--- config.mk ---
export PLATFORM = sky130hd
export DESIGN_NAME = keyed_mux_bank
export DESIGN_NICKNAME = d
export VERILOG_FILES = /design/src/rtl/keyed_mux_bank.sv
export SDC_FILE = /design/constraint.sdc
export NUM_CORES = 1
export LEC_CHECK = 0
export ABC_AREA = 1
export CORE_MARGIN = 3
export CORE_UTILIZATION = 48
export CTS_BUF_LIST = sky130_fd_sc_hd__clkbuf_8
export CTS_CLUSTER_SIZE = 40
export DETAILED_ROUTE_END_ITERATION = 8
export GPL_ROUTABILITY_DRIVEN = 0
export HOLD_SLACK_MARGIN = 0.03
export PLACE_DENSITY_LB_ADDON = 0.2
export SETUP_SLACK_MARGIN = 0.3
export SLEW_MARGIN = 0
export SYNTH_ARGS = -nofsm -noshare
export SYNTH_HDL_FRONTEND = slang
export SYNTH_SLANG_ARGS = --single-unit
--- constraint.sdc ---
create_clock -name clk -period 1.45 [get_ports clk]
set_input_delay 0.435 -clock clk [delete_from_list [all_inputs] [get_ports clk]]
set_output_delay 0.435 -clock clk [all_outputs]
set_load 0.005 [all_outputs]
--- src/rtl/keyed_mux_bank.sv ---
// Bank of NUM_SITES keyed 4:1 selectors behind one serially loaded key register.
// Optional macro KEY_PARITY_EN appends an even-parity bit to the load and adds a FAULT state.
module keyed_mux_bank #(
    parameter int NUM_SITES = 5,
    parameter int W         = 1,
    localparam int KW       = 2 * NUM_SITES,
    localparam int CW       = $clog2(KW + 2)
) (
    input  logic                      clk,
    input  logic                      rst,
    input  logic [NUM_SITES*4*W-1:0]  cand_i,
    input  logic                      key_bit_i,
    input  logic                      key_vld_i,
    output logic                      key_rdy_o,
    input  logic                      key_clr_i,
    output logic [NUM_SITES*W-1:0]    mux_o,
    output logic                      mux_vld_o,
    output logic                      key_loaded_o,
    output logic [CW-1:0]             key_cnt_o,
    output logic                      key_err_o
);

`ifdef KEY_PARITY_EN
    localparam int LOAD_LEN = KW + 1;
    typedef enum logic [1:0] {IDLE, SHIFT, ARMED, FAULT} state_t;
`else
    localparam int LOAD_LEN = KW;
    typedef enum logic [1:0] {IDLE, SHIFT, ARMED} state_t;
`endif

    state_t                   r_state;
    state_t                   w_state_nxt;
    logic [KW-1:0]            r_key;
    logic [CW-1:0]            r_cnt;
    logic                     r_rdy;
    logic [NUM_SITES*W-1:0]   r_mux;
    logic [NUM_SITES*W-1:0]   w_mux_sel;
    logic                     r_mux_vld;
    logic                     w_accept;
    logic                     w_last;

    assign w_accept = key_vld_i && r_rdy && !key_clr_i;
    assign w_last   = w_accept && (r_cnt == CW'(LOAD_LEN - 1));

`ifdef KEY_PARITY_EN
    logic w_parity_ok;
    // Even parity: stored key bits plus the parity bit must XOR to zero.
    assign w_parity_ok = ~((^r_key) ^ key_bit_i);
`endif

    always_ff @(posedge clk or posedge rst) begin
        if (rst) begin
            r_state <= IDLE;
        end else begin
            r_state <= w_state_nxt;
        end
    end

    always_comb begin
        w_state_nxt = r_state;
        if (key_clr_i) begin
            w_state_nxt = IDLE;
        end else begin
            case (r_state)
                IDLE, SHIFT: begin
                    if (w_last) begin
`ifdef KEY_PARITY_EN
                        w_state_nxt = w_parity_ok ? ARMED : FAULT;
`else
                        w_state_nxt = ARMED;
`endif
                    end else if (w_accept) begin
                        w_state_nxt = SHIFT;
                    end
                end
                default: w_state_nxt = r_state;
            endcase
        end
    end

    // Site s index is {key[2s], key[2s+1]} with key[2s] as the MSB.
    always_comb begin
        w_mux_sel = '0;
        for (int unsigned s = 0; s < NUM_SITES; s++) begin
            logic [1:0] idx;
            idx = {r_key[2*s], r_key[2*s+1]};
            w_mux_sel[s*W +: W] = cand_i[(4*s + idx)*W +: W];
        end
    end

    always_ff @(posedge clk or posedge rst) begin
        if (rst) begin
            r_key     <= '0;
            r_cnt     <= '0;
            r_rdy     <= 1'b0;
            r_mux     <= '0;
            r_mux_vld <= 1'b0;
        end else if (key_clr_i) begin
            r_key     <= '0;
            r_cnt     <= '0;
            r_rdy     <= 1'b1;
            r_mux     <= '0;
            r_mux_vld <= 1'b0;
        end else begin
            r_rdy <= (w_state_nxt == IDLE) || (w_state_nxt == SHIFT);
            if (w_accept) begin
                r_cnt <= r_cnt + 1'b1;
                // The parity bit (count == KW) is checked but never shifted in.
                if (r_cnt < CW'(KW)) begin
                    r_key <= {key_bit_i, r_key[KW-1:1]};
                end
            end
            r_mux     <= (r_state == ARMED) ? w_mux_sel : '0;
            r_mux_vld <= (r_state == ARMED);
        end
    end

    assign key_rdy_o    = r_rdy;
    assign key_cnt_o    = r_cnt;
    assign mux_o        = r_mux;
    assign mux_vld_o    = r_mux_vld;
    assign key_loaded_o = (r_state == ARMED);
`ifdef KEY_PARITY_EN
    assign key_err_o    = (r_state == FAULT);
`else
    assign key_err_o    = 1'b0;
`endif

endmodule
==> impl_metrics.ini, run 1 <==
[run_status]
status = finished clean

[setup_path]
end_kind = output port
reg2reg_from = key_cnt_o[1]
start_kind = register
r2r_slack_ns = 0.32
path_max_fanout = 2
path_class = register to output port
required_ns = 1.02
crit-reg2reg-capture = key_rdy_o
critical_path_arrival_ns = 0.91
reg2reg_depth = 6

[power_and_ir_drop]
ir_worst_vdd_uv = 583
p_leak_nw = 1.03
power_mw = 1.29
powerDensity_nw_per_um2 = 689

[cts]
cts_buffer_depth = 2
ctsHoldBuffers = 0
path_clk_slew_ns = 0.08
clkLatencyLatePin_ns = 0.27
cts_sinks = 23
cts_tree = done
htreeDepth = 1
cts_buffers = 3
cts_root_buffer = clkbuf_8

[drt]
vias = 1262
wirelength_mm = 3.42
drt_first_pass_iters = 4
drc_errors = 0
drt_first_iter_violations = 40
avgViaCountPerCell = 5.03
routedWlPerCell_um = 13.6
postRouteAntennaNets = 0

[grt]
antenna_found_initial = 0
grt-ovfl-total = 0
gr-usage-all-layers_pct = 21.7
grt_max_degree = 24
grt_first_pass_wirelength_mm = 5.35
grt_pass1_vias = 1256

[synth]
avgSynthCellArea_um2 = 7.43
synth_flop_cell = dfrtp_1
ys_seq_elements = 23
synth_top_area_share_pct = 47.2
synth_cell_types = 20
synth_seq_area_share_pct = 47.2
syn_inst = 164
synth_edf_count = 0
syn_nets = 191
yosys-top-cells-count = 48 x nand2_1, 41 x inv_1, 23 x dfrtp_1
yosys.area.top_type = dfrtp_1
netlist_top_cells_area = dfrtp_1 47%, nand2_1 15%, inv_1 13%
syn_area_um2 = 1220
ys_warn_count = 0
synthArstFlopShare_pct = 100
yosysMostFrequentCell = nand2_1

[cells_and_area]
antenna_cells = 0
fillers = 146
area_delta_synth_final_pct = 53.6
seq_area_um2 = 576
design_area_um2 = 1870
fin_util_pct = 80.7
finalNonFillerCells = 251
multi_input_area_um2 = 558
drive_above_1_share_pct = 29.1
fin_nets = 251

[floorplanning]
die_w_um = 56.4
die-area_um2 = 3180
die_height_um = 56.4
io_pins = 38
start_util_pct = 52.6
std_cell_rows = 17
core_um2 = 2320

[placement]
io_buffers = 36
place.detailed.hpwl_mm = 2.19
placedCellCount = 234
place_area_um2 = 1650

[sta]
setup_violations = 0
finalCritPeriodShare_pct = 92.8
slew_viol_final = 0
max_clock_freq_mhz = 743
rsz0062_at_grt = yes
hold_viol = 0
fin_skew_ns = 0.00264
min_period_ns = 1.35

[run]
drv_cap = 0

[min_path]
min_path_type = input pin to async pin
-- power breakdown --
group | switching, mW | internal [mW] | leakage [nW] | total [mW]
clock | 0.214 | 0.190 | 0.0269 | 0.403
combinational | 0.104 | 0.120 | 0.694 | 0.224
sequential | 0.0114 | 0.651 | 0.313 | 0.663
total | 0.329 | 0.960 | 1.03 | 1.29
-- routing by layer --
metal / part of all wire (%) / wire (um) / GRT usage, %
met3: 5.5 / 188 / 3.22
met4: 2.6 / 90 / 11.5
met2: 56 / 1930 / 42.9
met1: 35 / 1210 / 21.1
met5: 0 / 0 / 0
-- kinds of logic after synthesis --
kind of cell	Yosys count	share of synthesized area (%)
buffers and inverters	45	15.4
adder cells (fa/ha/maj)	2	2.05
flip-flops	23	47.2
AND/OR/NAND/NOR	82	30.2
AO/OA/AOI/OAI	11	4.83
other	1	0.308
-- cell usage in the layout (no fill, tap or decap), drive strengths merged --
cell / Yosys / final
ha: 2 / 2
o21ai: 3 / 3
dfrtp: 23 / 23
o22ai: 1 / 1
clkbuf: 0 / 3
nand2: 52 / 53
o211ai: 1 / 1
clkdlybuf4s50: 0 / 22
a21oi: 6 / 6
inv: 42 / 43
conb: 1 / 1
dlygate4sd2: 0 / 2
nand3: 23 / 23
nor3: 1 / 1
buf: 3 / 33
nor2: 6 / 6
-- worst max-delay path by stage --
stage	startpoint	end
6_report	r_state[1]	key_loaded_o
5_1_grt	r_state[1]	key_loaded_o
4_1_cts	r_state[1]	key_loaded_o
3_5_place_dp	key_vld_i	key_cnt_o[1]
3_3_place_gp	key_clr_i	key_cnt_o[1]
2_1_floorplan	key_cnt_o[1]	key_rdy_o
-- final cells by class --
class                      instances  share of cell area [%]
tap                               28                    1.87
sequential                        23                    30.7
clock buffer                       3                    2.21
clock inverter                     1                   0.201
inverter                          42                    8.96
timing repair buffer              57                    26.2
multi-input combinational         97                    29.8
-- what timing repair did --
item                       in CTS  in global routing
pin swaps                       6                  9
cloned                          0                  1
setup endpoints to repair      35                 27
buffers inserted                9                  3
hold endpoints to repair        0                  0
gates resized for setup        66                 22
-- worst max-delay path, cell delays in order (launching register included) --
cell and delay, ns:
dfrtp_1 0.37, inv_2 0.06, nor2_4 0.10, buf_2 0.12
-- stage by stage --
step	hold WS, ns	worst slack (ns)	TNS, ns
6_report	0.503	0.104	0
2_1_floorplan	0.437	0.415	0
3_5_place_dp	0.509	-0.184	-2.54
4_1_cts	0.521	0.102	0
5_1_grt	0.556	0.0551	0
3_3_place_gp	0.492	-0.159	-1.76
-- state kept, by name, summed over array words and instances (netlist names) --
| register | count |
|---|---|
| key_cnt_o | 4 |
| mux_vld_o | 1 |
| mux_o | 5 |
| key_rdy_o | 1 |
| r_key | 10 |
| r_state | 2 |
Note: power is estimated with default switching activity, not from simulation.
==> run 2: changes to the inputs <==
--- a/config.mk
+++ b/config.mk
@@ -6,7 +6,7 @@
 export NUM_CORES = 1
 export LEC_CHECK = 0
 export ABC_AREA = 1
-export CORE_MARGIN = 3
+export ABC_CLOCK_PERIOD_IN_PS = 1450
 export CORE_UTILIZATION = 48
 export CTS_BUF_LIST = sky130_fd_sc_hd__clkbuf_8
 export CTS_CLUSTER_SIZE = 40
==> impl_metrics.ini, run 2 (synthesized netlist as in run 1, its figures left out) <==
[cts]
cts_sinks = 23
cts_buffers = 3
clkLatencyLatePin_ns = 0.27
cts_buffer_depth = 2
htreeDepth = 1
ctsHoldBuffers = 0
path_clk_slew_ns = 0.08
cts_root_buffer = clkbuf_8
cts_tree = done

[cells_and_area]
antenna_cells = 0
fin_util_pct = 79.9
design_area_um2 = 1840
final_cell_mix = 46 x nand2_1, 38 x inv_1, 22 x clkdlybuf4s50_1, 22 x dfrtp_1, 17 x nand3_1
final_common_cell = nand2_1
area_delta_synth_final_pct = 50.6
fillers = 146
finalNonFillerCells = 247
drive_above_1_share_pct = 25.6
top_register = r_key
fin_nets = 247
multi_input_area_um2 = 566
largest_reg_flops = 10
seq_area_um2 = 577

[grt]
gr-usage-all-layers_pct = 23.6
grt-ovfl-total = 0
antenna_found_initial = 0
grt_max_degree = 24
grt_first_pass_wirelength_mm = 4.64
grt_pass1_vias = 1138

[power_and_ir_drop]
powerDensity_nw_per_um2 = 688
power_mw = 1.26
p_leak_nw = 1.01
ir_worst_vdd_uv = 559

[sta]
setup_violations = 0
min_period_ns = 1.41
slew_viol_final = 0
hold_viol = 0
fin_skew_ns = 0.00109
max_clock_freq_mhz = 711
finalCritPeriodShare_pct = 97.0
rsz0062_at_grt = yes
whs_ns = 0.510

[setup_path]
reg2reg_from = key_cnt_o[3]
crit-reg2reg-capture = r_key[3]
r2r_slack_ns = 0.25
end_kind = output port
critical_path_arrival_ns = 0.97
path_max_fanout = 2
reg2reg_depth = 7
required_ns = 1.02
path_class = register to output port
start_kind = register

[run]
drv_cap = 0

[drt]
drc_errors = 0
vias = 1239
postRouteAntennaNets = 0
avgViaCountPerCell = 5.02
wirelength_mm = 3.45
drt_first_iter_violations = 31
drt_first_pass_iters = 4
routedWlPerCell_um = 14.0

[floorplanning]
core_um2 = 2300
die_height_um = 52.4
die-area_um2 = 2740
start_util_pct = 53.1
std_cell_rows = 17
io_pins = 38
die_w_um = 52.4

[min_path]
min_path_type = input pin to async pin

[placement]
place_area_um2 = 1640
io_buffers = 36
place.detailed.hpwl_mm = 2.00
placedCellCount = 233

[run_status]
status = finished clean
==> run 2: stage by stage <==
| step | TNS, ns | setup slack [ns] |
|---|---|---|
| after floorplan | 0 | 0.415 |
| after CTS | 0 | 0.117 |
| after global routing | 0 | 0.0312 |
| after detailed placement | -2.47 | -0.145 |
| after global placement | -1.78 | -0.129 |
| final | 0 | 0.0442 |
==> run 2: what timing repair did <==
| item | CTS | global route |
|---|---|---|
| endpoints found under the setup margin | 35 | 32 |
| cloned | 1 | 0 |
| pin swaps | 7 | 10 |
| setup buffers | 6 | 3 |
| resized for setup | 59 | 24 |
==> run 2: how the worst max path moves through the flow <==
| stage | end | slack (ns) | start |
|---|---|---|---|
| after floorplan | key_rdy_o | 0.42 | key_cnt_o[1] |
| final | key_loaded_o | 0.04 | r_state[0] |
| after CTS | key_loaded_o | 0.12 | r_state[1] |
| after detailed placement | r_key[2] | -0.15 | key_clr_i |
| after global placement | key_cnt_o[1] | -0.13 | key_clr_i |
| after global routing | key_loaded_o | 0.03 | r_state[0] |
==> run 2: critical path, cell delays in order, from the launching register on <==
cell and delay [ns]:
dfrtp_1 0.41, nor2_2 0.16, buf_2 0.13
==> run 2: metal layers <==
layer / GRT usage, % / vias to the layer above / wire length, um
met3: 4.93 / 7 / 190
met1: 24.9 / 590 / 1240
li1: - / 601 / -
met5: 0 / - / 0
met2: 44.1 / 41 / 1950
met4: 10.5 / 0 / 63
==> run 2: final cells by class <==
class	instances	share of cell area, %
Tap cell	28	1.91
Sequential cell	23	31.4
Timing Repair Buffer	53	24.5
Clock inverter	1	0.204
Clock buffer	3	2.25
Multi-Input combinational cell	97	30.8
Inverter	42	8.86
==> run 2: power by group <==
group	switching [mW]	total [mW]	leakage [nW]	internal (mW)
clock	0.200	0.390	0.0269	0.189
sequential	0.0120	0.664	0.311	0.652
combinational	0.101	0.210	0.672	0.109
total	0.313	1.26	1.01	0.950
